## config.mk

```make
export PLATFORM = sky130hd
export DESIGN_NAME = if_fetch_unit
export DESIGN_NICKNAME = d
export VERILOG_FILES = /design/src/rtl/if_fetch_unit.sv
export SDC_FILE = /design/constraint.sdc
export NUM_CORES = 1
export LEC_CHECK = 0
export ABC_AREA = 1
export ABC_CLOCK_PERIOD_IN_PS = 2300
export CAP_MARGIN = 20
export CORE_MARGIN = 2
export CORE_UTILIZATION = 30
export CTS_BUF_LIST = sky130_fd_sc_hd__clkbuf_4
export DETAILED_ROUTE_END_ITERATION = 6
export PLACE_DENSITY = 0.51
export SYNTH_ARGS = -nofsm -noshare
export SYNTH_HDL_FRONTEND = slang
export SYNTH_SLANG_ARGS = --single-unit
```

## constraint.sdc

```tcl
create_clock -name clk -period 2.3 [get_ports clk]
set_input_delay 0.46 -clock clk [delete_from_list [all_inputs] [get_ports clk]]
set_output_delay 0.46 -clock clk [all_outputs]
set_load 0.02 [all_outputs]
```

## src/rtl/if_fetch_unit.sv

```systemverilog
// Instruction-fetch stage: owns the PC, fetches over a valid/ready instruction
// memory and loads the IF/ID pipeline register, with branch/jump redirect and stall.
module if_fetch_unit #(
    parameter int unsigned       ADDR_W   = 32,
    parameter int unsigned       INST_W   = 32,
    parameter logic [ADDR_W-1:0] RESET_PC = '0
) (
    input  logic              clk,
    input  logic              rst,
    output logic [ADDR_W-1:0] pc_out,
    input  logic [ADDR_W-1:0] pc_plus4_in,
    input  logic              branch_taken,
    input  logic [ADDR_W-1:0] branch_target,
    input  logic              jump,
    input  logic [ADDR_W-1:0] jump_target,
    input  logic              freeze,
    output logic              imem_req,
    output logic [ADDR_W-1:0] imem_addr,
    input  logic [INST_W-1:0] imem_rdata,
    input  logic              imem_ready,
    output logic [ADDR_W-1:0] ifid_pc4,
    output logic [INST_W-1:0] ifid_inst,
    output logic              ifid_valid
);

    localparam logic [1:0] S_BOOT  = 2'd0;
    localparam logic [1:0] S_FETCH = 2'd1;
    localparam logic [1:0] S_HOLD  = 2'd2;
    localparam logic [1:0] S_KILL  = 2'd3;

    logic [1:0]        state;
    logic [ADDR_W-1:0] pc;
    logic [ADDR_W-1:0] buf_pc4;
    logic [INST_W-1:0] buf_inst;
    logic [ADDR_W-1:0] kill_addr;
    logic              redirect;
    logic [ADDR_W-1:0] target;

    always_comb begin
        redirect    = branch_taken | jump;
        target      = branch_taken ? branch_target : jump_target;
        target[1:0] = '0;
    end

    // KILL keeps presenting the abandoned address until memory completes it
    assign pc_out    = pc;
    assign imem_req  = (state == S_FETCH) || (state == S_KILL);
    assign imem_addr = (state == S_KILL) ? kill_addr : pc;

    always_ff @(posedge clk) begin
        if (rst) begin
            state      <= S_BOOT;
            pc         <= RESET_PC;
            ifid_pc4   <= '0;
            ifid_inst  <= '0;
            ifid_valid <= 1'b0;
            buf_pc4    <= '0;
            buf_inst   <= '0;
            kill_addr  <= '0;
        end else begin
            case (state)
                S_BOOT: state <= S_FETCH;
                S_FETCH: begin
                    if (redirect) begin
                        pc         <= target;
                        ifid_valid <= 1'b0;
                        if (!imem_ready) begin
                            kill_addr <= pc;
                            state     <= S_KILL;
                        end
                    end else if (imem_ready) begin
                        if (freeze) begin
                            buf_pc4  <= pc_plus4_in;
                            buf_inst <= imem_rdata;
                            state    <= S_HOLD;
                        end else begin
                            ifid_pc4   <= pc_plus4_in;
                            ifid_inst  <= imem_rdata;
                            ifid_valid <= 1'b1;
                            pc         <= pc_plus4_in;
                        end
                    end else if (!freeze) begin
                        ifid_valid <= 1'b0;
                    end
                end
                S_HOLD: begin
                    if (redirect) begin
                        pc         <= target;
                        ifid_valid <= 1'b0;
                        state      <= S_FETCH;
                    end else if (!freeze) begin
                        ifid_pc4   <= buf_pc4;
                        ifid_inst  <= buf_inst;
                        ifid_valid <= 1'b1;
                        pc         <= buf_pc4;
                        state      <= S_FETCH;
                    end
                end
                default: begin
                    if (redirect) begin
                        pc <= target;
                    end
                    if (imem_ready) begin
                        state <= S_FETCH;
                    end
                end
            endcase
        end
    end

endmodule

```

* Word-level counts from Yosys, hierarchy flattened
Index checks and enable logic that the tools add are counted.
** Cells by class
- Equal/unequal tests :: 14
- Mux-type cells :: 32
- Bitwise gates (word level) :: 4
- Reduce and logical (&&, ||, !) cells :: 11
** Operator list (count)
- $mux W32 :: 15
- $pmux W32 S2 :: 2
- $pmux W32 S3 :: 1
- $ne A3 B3 Y1 const B :: 5
- $mux W2 :: 7
- $ne A2 B2 Y1 const B :: 5
- $reduce_and A5 Y1 :: 2
- $pmux W2 S3 :: 1
- $reduce_and A6 Y1 :: 1
- $mux W1 :: 5
- $eq A2 B2 Y1 const B :: 2
- $ne A4 B4 Y1 const B :: 1
- $reduce_and A4 Y1 :: 1
- $reduce_bool A4 Y1 :: 1
- $not A1 Y1 :: 3
- $reduce_and A3 Y1 :: 1
- $reduce_bool A3 Y1 :: 1
- $eq A2 B1 Y1 const B :: 1
- $logic_not A2 Y1 :: 1
- $pmux W1 S2 :: 1
- $reduce_and A2 Y1 :: 1
- $reduce_bool A2 Y1 :: 1
- $logic_or A1 B1 Y1 :: 1
- $or A1 B1 Y1 :: 1
** Word-level totals
- Register bits after elaboration :: 195
- Input port bits :: 134
- Output and inout port bits :: 130
- Word-level logic and storage cells :: 69

* Depth between registers and ports, before layout
- Depth after elaboration :: 4
- Mapped depth :: 12
- Gate-level depth less buffers :: 11

* Least setup slack after synthesis
Ideal clock, no wire load.
- Path type :: flip-flop to output port
- Start point :: reg state[0]
- End point :: out imem_addr[22]
- Data arrival time :: 1271 ps
- Required time :: 1840 ps
- Setup slack :: 569 ps
- Cell stages (with the launch flop) :: 7
- Path buffers :: 2
- Path through :: dfxtp_1 -> ha_1 -> clkbuf_1 -> inv_1 -> clkbuf_1 -> nand2_1 -> nand2_1
** Between the ends
- Cells in the longest elaborated chain, start to end :: 2
** RTL lines
- from (decl) :: line 31 : logic [1:0] state;
- from (signal assigned) :: line 52 : state <= S_BOOT;
- from (signal assigned) :: line 62 : S_BOOT: state <= S_FETCH;
- from (signal assigned) :: line 69 : state <= S_KILL;
- $eq A2 B2 Y1 :: line 48 : assign imem_addr = (state == S_KILL) ? kill_addr : pc;
- $mux W32 :: line 48
- to (decl) :: line 18 : output logic [ADDR_W-1:0] imem_addr,
Every way passes these cells.

* Worst setup path in the final report
- Start point :: reg state[0]
- End point :: out imem_addr[31]
The elaborated chain is that of the path after synthesis.

==> run summary <==
Antenna Nets Post-Route: 0
Largest net degree at the start of global routing: 65
CP max-delay cell: dfxtp_2
Die width: 183 um
Worst Slack Setup Final: 0.0767 ns
Synth warn: 0
Syn Nets: 1622
Fmax: 0.450 GHz
Via count: 9908
# rows: 65
Status: finished, final reports clean
WP buf/inv: 3
Yosys top cell area share: 0.404
Setup slack at placement: 0.00764 ns
Cell Area, Synth: 9660 um2
Dpl cells: 2075
Crit share post-route: 0.967
Worst path most repeated cell: nand2_1
Synth top cells by count: 582 x nand2_1, 266 x nor2_1, 195 x dfxtp_1, 99 x nand3_1, 65 x a21oi_1
First-pass GRT wire length: 52700 um
Avg Inst Size Synth: 6.52 um2
Finish-stage setup viols: 0
Final critical-path required period: 2.22 ns
Hold Crit Class: primary input to register
Hold-fix buffers, CTS: 0
H-tree levels: 4
Crit Path Class: register to primary output
Dpl hpwl: 23200 um
Crit-path cells: ha_4, inv_4, buf_12, nand2_1, nand2_1, clkdlybuf4s15_2
Count leader, synth: nand2_1
Initial antenna violation count: 6
RSZ-0062 raised after global routing: true
Max cap viols: 0
DRT Pass-1 Iters: 5
Total power: 10.1 mW
XOR/XNOR Fraction of Synth Area: 0
Gr ovfl total: 0
Clock Latency Late Sink: 0.58 ns
Critical Path Start Type: register
Mux cell area share after synthesis: 0.0352
Clk sink count: 195
Reg clk slew, reported paths: 0.19 ns
Synth unique cells: 22
Area Growth Syn to Fin: 34.1%
PortBufs: 259
Synth Area in Compound Gates: 0.102
Crit path max-delay family: buffers and inverters
Gpl congestion: 0.813
Post-synthesis adder-cell area fraction: 0.00777
TritonCTS buffer count: 17
CTS tree: built
Tightest Pin Transition: 0.845 ns
Yosys top cell by area: dfxtp_1
Skew final: 0.0198 ns
Pleak: 5.61 nW
Seq cells post-synth: 195
CP Capture Type: primary output
Sequential share of the synthesized area: 0.404
Worst-case clock buffer depth: 2
Critical path's largest stage delay: 0.37 ns
Via density: 4.70
Asr flop ratio synth: 0
Final net count: 1834
Final core utilization: 0.410
Slew HR: 0.437
Die area: 33700 um2
Top post-synthesis cells by area: dfxtp_1 40%, nand2_1 23%, nor2_1 10%, nand3_1 5.1%, mux2i_1 3.5%
Pwr dens: 778 nW/um2
Total track usage: 0.200
Chip Height: 183 um
Clock Tree Root: clkbuf_4
Drt drc: 0
Data required, critical path: 1.84 ns
Final Hold Viols: 0
Main combinational cell family by area after synthesis: simple AND/OR/NAND/NOR gates
VDD IR-drop max: 0.000311 V
Final Max Tran Viols: 0
Violation count after the first detailed-route iteration: 627
Avg WL per Cell: 16.1 um
Post-synth EDFFs: 0
Total wire length: 34100 um
Worst Path Arrival: 1.76 ns
CP max FO: 17
Core area: 31600 um2
Simple-Gate Fraction of Synth Area: 0.386
Ys flop type: dfxtp_1
Top Ports: 264
Layout cells sized above 1: 0.0692
Number of global-route vias before repair: 9313
Syn Inst Count: 1482
Starting density of the core: 0.305
Post-Layout Cell Count: 2110
-- metrics by stage --
stage                     hold WS, ns  setup TNS [ns]  cell area, um2
after global routing            0.308         -0.0292           13000
after CTS                       0.261               0           13000
final                           0.343               0           13000
after floorplan                 0.440               0            9660
after detailed placement        0.453               0           12700
after global placement          0.448        -0.00208           12700
-- layout make-up --
cell class | count | area (um2)
clock inverter | 14 | 144
clock buffer | 17 | 128
tap | 402 | 503
inverter | 22 | 87.6
sequential | 195 | 3910
antenna | 2 | 5.00
timing repair buffer | 300 | 3020
fill | 3326 | 18700
multi-input combinational | 1158 | 5160
-- what timing repair did --
action                     4_1_cts  5_1_grt
gates resized for setup        122       32
setup endpoints to repair       33       31
hold endpoints to repair         0        0
cloned                           1        0
setup buffers                    1        0
-- final timing paths --
path         slack [ns]                   endpoint  cells after the start                      from
max                0.08              imem_addr[31]                      6     state[0]$_SDFFE_PP0P_
min                0.34  ifid_pc4[10]$_SDFFE_PP0P_                      4                       rst
max reg2reg        0.19  ifid_pc4[25]$_SDFFE_PP0P_                     10     state[1]$_SDFFE_PP0P_
min reg2reg        0.47   buf_inst[0]$_SDFFE_PP0P_                      2  buf_inst[0]$_SDFFE_PP0P_
-- flip-flops by register name, summed over array words and instances (netlist names) --
signal and flops:
buf_inst 32, buf_pc4 32, pc_out 32, ifid_inst 32, kill_addr 32, ifid_valid 1, state 2, ifid_pc4 32
-- kinds of logic (layout without fill, tap and decap cells) --
group | count (synthesis) | in the layout
AND/OR/NAND/NOR | 952 | 952
adder cells (fa/ha/maj) | 6 | 6
flip-flops | 195 | 195
other | 0 | 2
multiplexers | 34 | 34
buffers and inverters | 129 | 353
AO/OA/AOI/OAI | 166 | 166
-- power by group --
group / leakage, nW / switching [mW] / internal (mW) / total (mW)
Combinational: 3.87 / 2.41 / 1.73 / 4.13
Clock: 0.150 / 1.33 / 0.575 / 1.91
Sequential: 1.59 / 0.285 / 3.75 / 4.03
-- layer usage --
metal / vias up / wire [um] / GRT usage
li1: 5099 / - / -
met1: 4540 / 15700 / 0.256
met2: 229 / 15100 / 0.324
met3: 32 / 2600 / 0.0650
met4: 8 / 508 / 0.0502
met5: - / 57 / 0
-- tightest hold or removal path, delay by kind of cell --
family / cells / cell delay [ns]
buf+inv: 2 / 0.27
simple gates: 2 / 0.15
-- cell usage in the layout, fill, tap and decap left out, types with 2 or more instances in the layout --
| cell type | netlist | routed |
|---|---|---|
| clkinv_4 | 0 | 3 |
| a21oi_1 | 65 | 65 |
| dfxtp_2 | 0 | 2 |
| diode_2 | 0 | 2 |
| inv_8 | 0 | 4 |
| inv_1 | 22 | 17 |
| buf_12 | 0 | 18 |
| buf_4 | 14 | 37 |
| dfxtp_1 | 195 | 193 |
| inv_2 | 0 | 3 |
| inv_4 | 0 | 2 |
| o21a_1 | 5 | 5 |
| o21bai_1 | 30 | 30 |
| clkdlybuf4s50_1 | 0 | 225 |
| buf_2 | 34 | 18 |
| ha_1 | 6 | 4 |
| nand2_1 | 582 | 581 |
| a21boi_0 | 25 | 25 |
| nand4_1 | 2 | 2 |
| clkinv_1 | 0 | 2 |
| ha_4 | 0 | 2 |
| nand3_1 | 99 | 99 |
| nor2_1 | 266 | 265 |
| clkbuf_4 | 0 | 17 |
| inv_6 | 0 | 4 |
| o21ai_0 | 40 | 40 |
| mux2i_1 | 34 | 34 |
Power figures use the tool's default switching activity.
==> variant (same settings) <==
The parameter `ADDR_W` goes from 32 to 36.
--- a/src/rtl/if_fetch_unit.sv
+++ b/src/rtl/if_fetch_unit.sv
@@ -1,7 +1,7 @@
 // Instruction-fetch stage: owns the PC, fetches over a valid/ready instruction
 // memory and loads the IF/ID pipeline register, with branch/jump redirect and stall.
 module if_fetch_unit #(
-    parameter int unsigned       ADDR_W   = 32,
+    parameter int unsigned       ADDR_W   = 36,
     parameter int unsigned       INST_W   = 32,
     parameter logic [ADDR_W-1:0] RESET_PC = '0
 ) (
Interface: changed (6 resized); port bits go from 264 to 288. No check against the original RTL was run, so the function may have changed too.
==> variant against the original RTL <==
- sequential cell count up 16
- setup slack improved by 0.011 ns
- routed wire length rose by 11%
- core utilization increased by 1.3 points
- design area rose by 9.7%
- synthesized cell count increased by 9.2%
- power increased by 20%
- clock skew is 0.017 ns higher
- cell count grew 12%
- combinational power is 8.0% higher
- sequential share of layout area is 0.40 points lower
- register-to-register slack gained 0.08 ns
- synthesized area grew 6.1%
- largest cell class unchanged
==> variant: results (changes against the original RTL) <==
----------------------------------------------------
[Clock tree]
  CTS Buffer Depth ... 3 (+1)
  Post-CTS sizing ... 199 (+63%)
  Post-CTS Repair Setup Buffers ... 0 (-1)
  Clock transition at the registers of the reported paths ... 0.05 ns (-0.14 ns)
  Clock insertion delay at the later pin of the skew report ... 0.66 ns (+0.08 ns)
  H-tree levels ... 3 (-1)
  Total CTS buffers ... 67 (+50)

[Synthesis]
  Post-synthesis net count ... 1,770 (+9.1%)
  Proportion of synthesized area in mux cells ... 0% (-3.5 points)
  Average cell area after synthesis ... 6.34 sq um (-2.8%)
  Synthesized-area fraction occupied by ao, oa, aoi and oai cells ... 12.5% (+2.3 points)
  Ranking of synthesized cells by instance count ... sky130_fd_sc_hd__nand2_1, sky130_fd_sc_hd__nor2_1, sky130_fd_sc_hd__dfxtp_1
  Sequential element share of the synthesized area ... 41.2% (+0.81 points)
  Cell types with the largest area share after synthesis ... sky130_fd_sc_hd__dfxtp_1, sky130_fd_sc_hd__nand2_1, sky130_fd_sc_hd__nor2_1
  Fraction of synthesized cell area taken by the top area cell type ... 41.2% (+0.81 points)

[Place]
  Number of instances in the placed design ... 2,259 (+8.9%)
  Weighted congestion reported at the end of routability-driven placement ... 0.847 (+4.2%)
  Instance area at placement ... 0.0136 sq mm (+6.9%)
  Half-perimeter wire length after placement ... 24,300 um (+4.9%)

[Global routing]
  Wire length of the first global-routing pass ... 58,500 um (+11%)
  Antenna violations before repair ... 5 (-1)
  Met2 capacity usage during global routing ... 34.1% (+1.7 points)
  Met1 Use GR ... 26.2% (+0.53 points)
  Vias in the first global route ... 10,600 (+14%)

[Routing]
  Via density per instance ... 4.71 (+0.26%)
  Routed wire length on met3 ... 2550 um (-1.9%)
  M1 wire length ... 16,700 um (+6.4%)
  Wire length reported by the detailed router ... 37,600 um (+11%)
  Number of DRC markers in iteration 0 ... 785 (+25%)

[Layout]
  Number of standard cells in the layout, taps in and fillers out ... 2,361 (+12%)
  Layout cell share with drive strength beyond 1 ... 9.79% (+2.9 points)
  Post-layout net count ... 2,032 (+11%)

[Critical path]
  Crit path capture ... imem_addr[30]
  Critical Path Fanout Max ... 38 (+21)
  Register-to-Register Path Depth ... 8 (-2)
  CP max stage delay ... 0.35 ns (-0.02 ns)
  Origin of the worst setup path ... state[0]$_SDFFE_PP0P_
  Endpoint of the most critical register-to-register path ... ifid_pc4[27]$_SDFFE_PP0P_
  Reg-to-reg setup timing slack ... 0.27 ns (+0.08 ns)

[Timing]
  Worst-case clock skew ... 0.0366 ns (+0.0168 ns)
  Final number of max-transition violations ... 0 (unchanged)
  Worst hold slack ... 0.232 ns (-0.110 ns)
  Max-Slew Margin vs Limit ... 41.7% (-2.0 points)
  Slack of the critical path ... 0.0881 ns (+0.0114 ns)

[Min path]
  Terminating pin of the worst hold path ... ifid_inst[18]$_SDFFE_PP0P_

[Power]
  Leakage Power ... 6.18 nW (+10%)
  VDD IR-drop max ... 0.339 mV (+8.9%)

[Run status]
  Status ... finished, final reports clean

----------------------------------------------------
variant: cell count changes after synthesis, moves of 32 or more:
cell                       unedited run  this run
sky130_fd_sc_hd__a21oi_1             65       107
sky130_fd_sc_hd__o21ai_0             40       135
sky130_fd_sc_hd__clkbuf_1            50        82
sky130_fd_sc_hd__nor2_1             266       221
sky130_fd_sc_hd__nand4_1              2        68
sky130_fd_sc_hd__nand2_1            582       633
sky130_fd_sc_hd__nand3_1             99        47
sky130_fd_sc_hd__mux2i_1             34         0
variant: where the power goes:
group	internal, mW	switching (mW)
registers	4.06	0.213
logic	1.72	2.74
clock network	1.71	1.66
variant: area by class of cell:
| class | count | area, sq um |
|---|---|---|
| fill | 3588 | 19400 |
| multi-input combinational | 1233 | 5350 |
| sequential | 211 | 4230 |
| timing repair buffer | 317 | 3180 |
| clock buffer | 86 | 646 |
| tap | 448 | 561 |
| inverter | 50 | 191 |
| clock inverter | 14 | 56.3 |
| antenna | 2 | 5.00 |
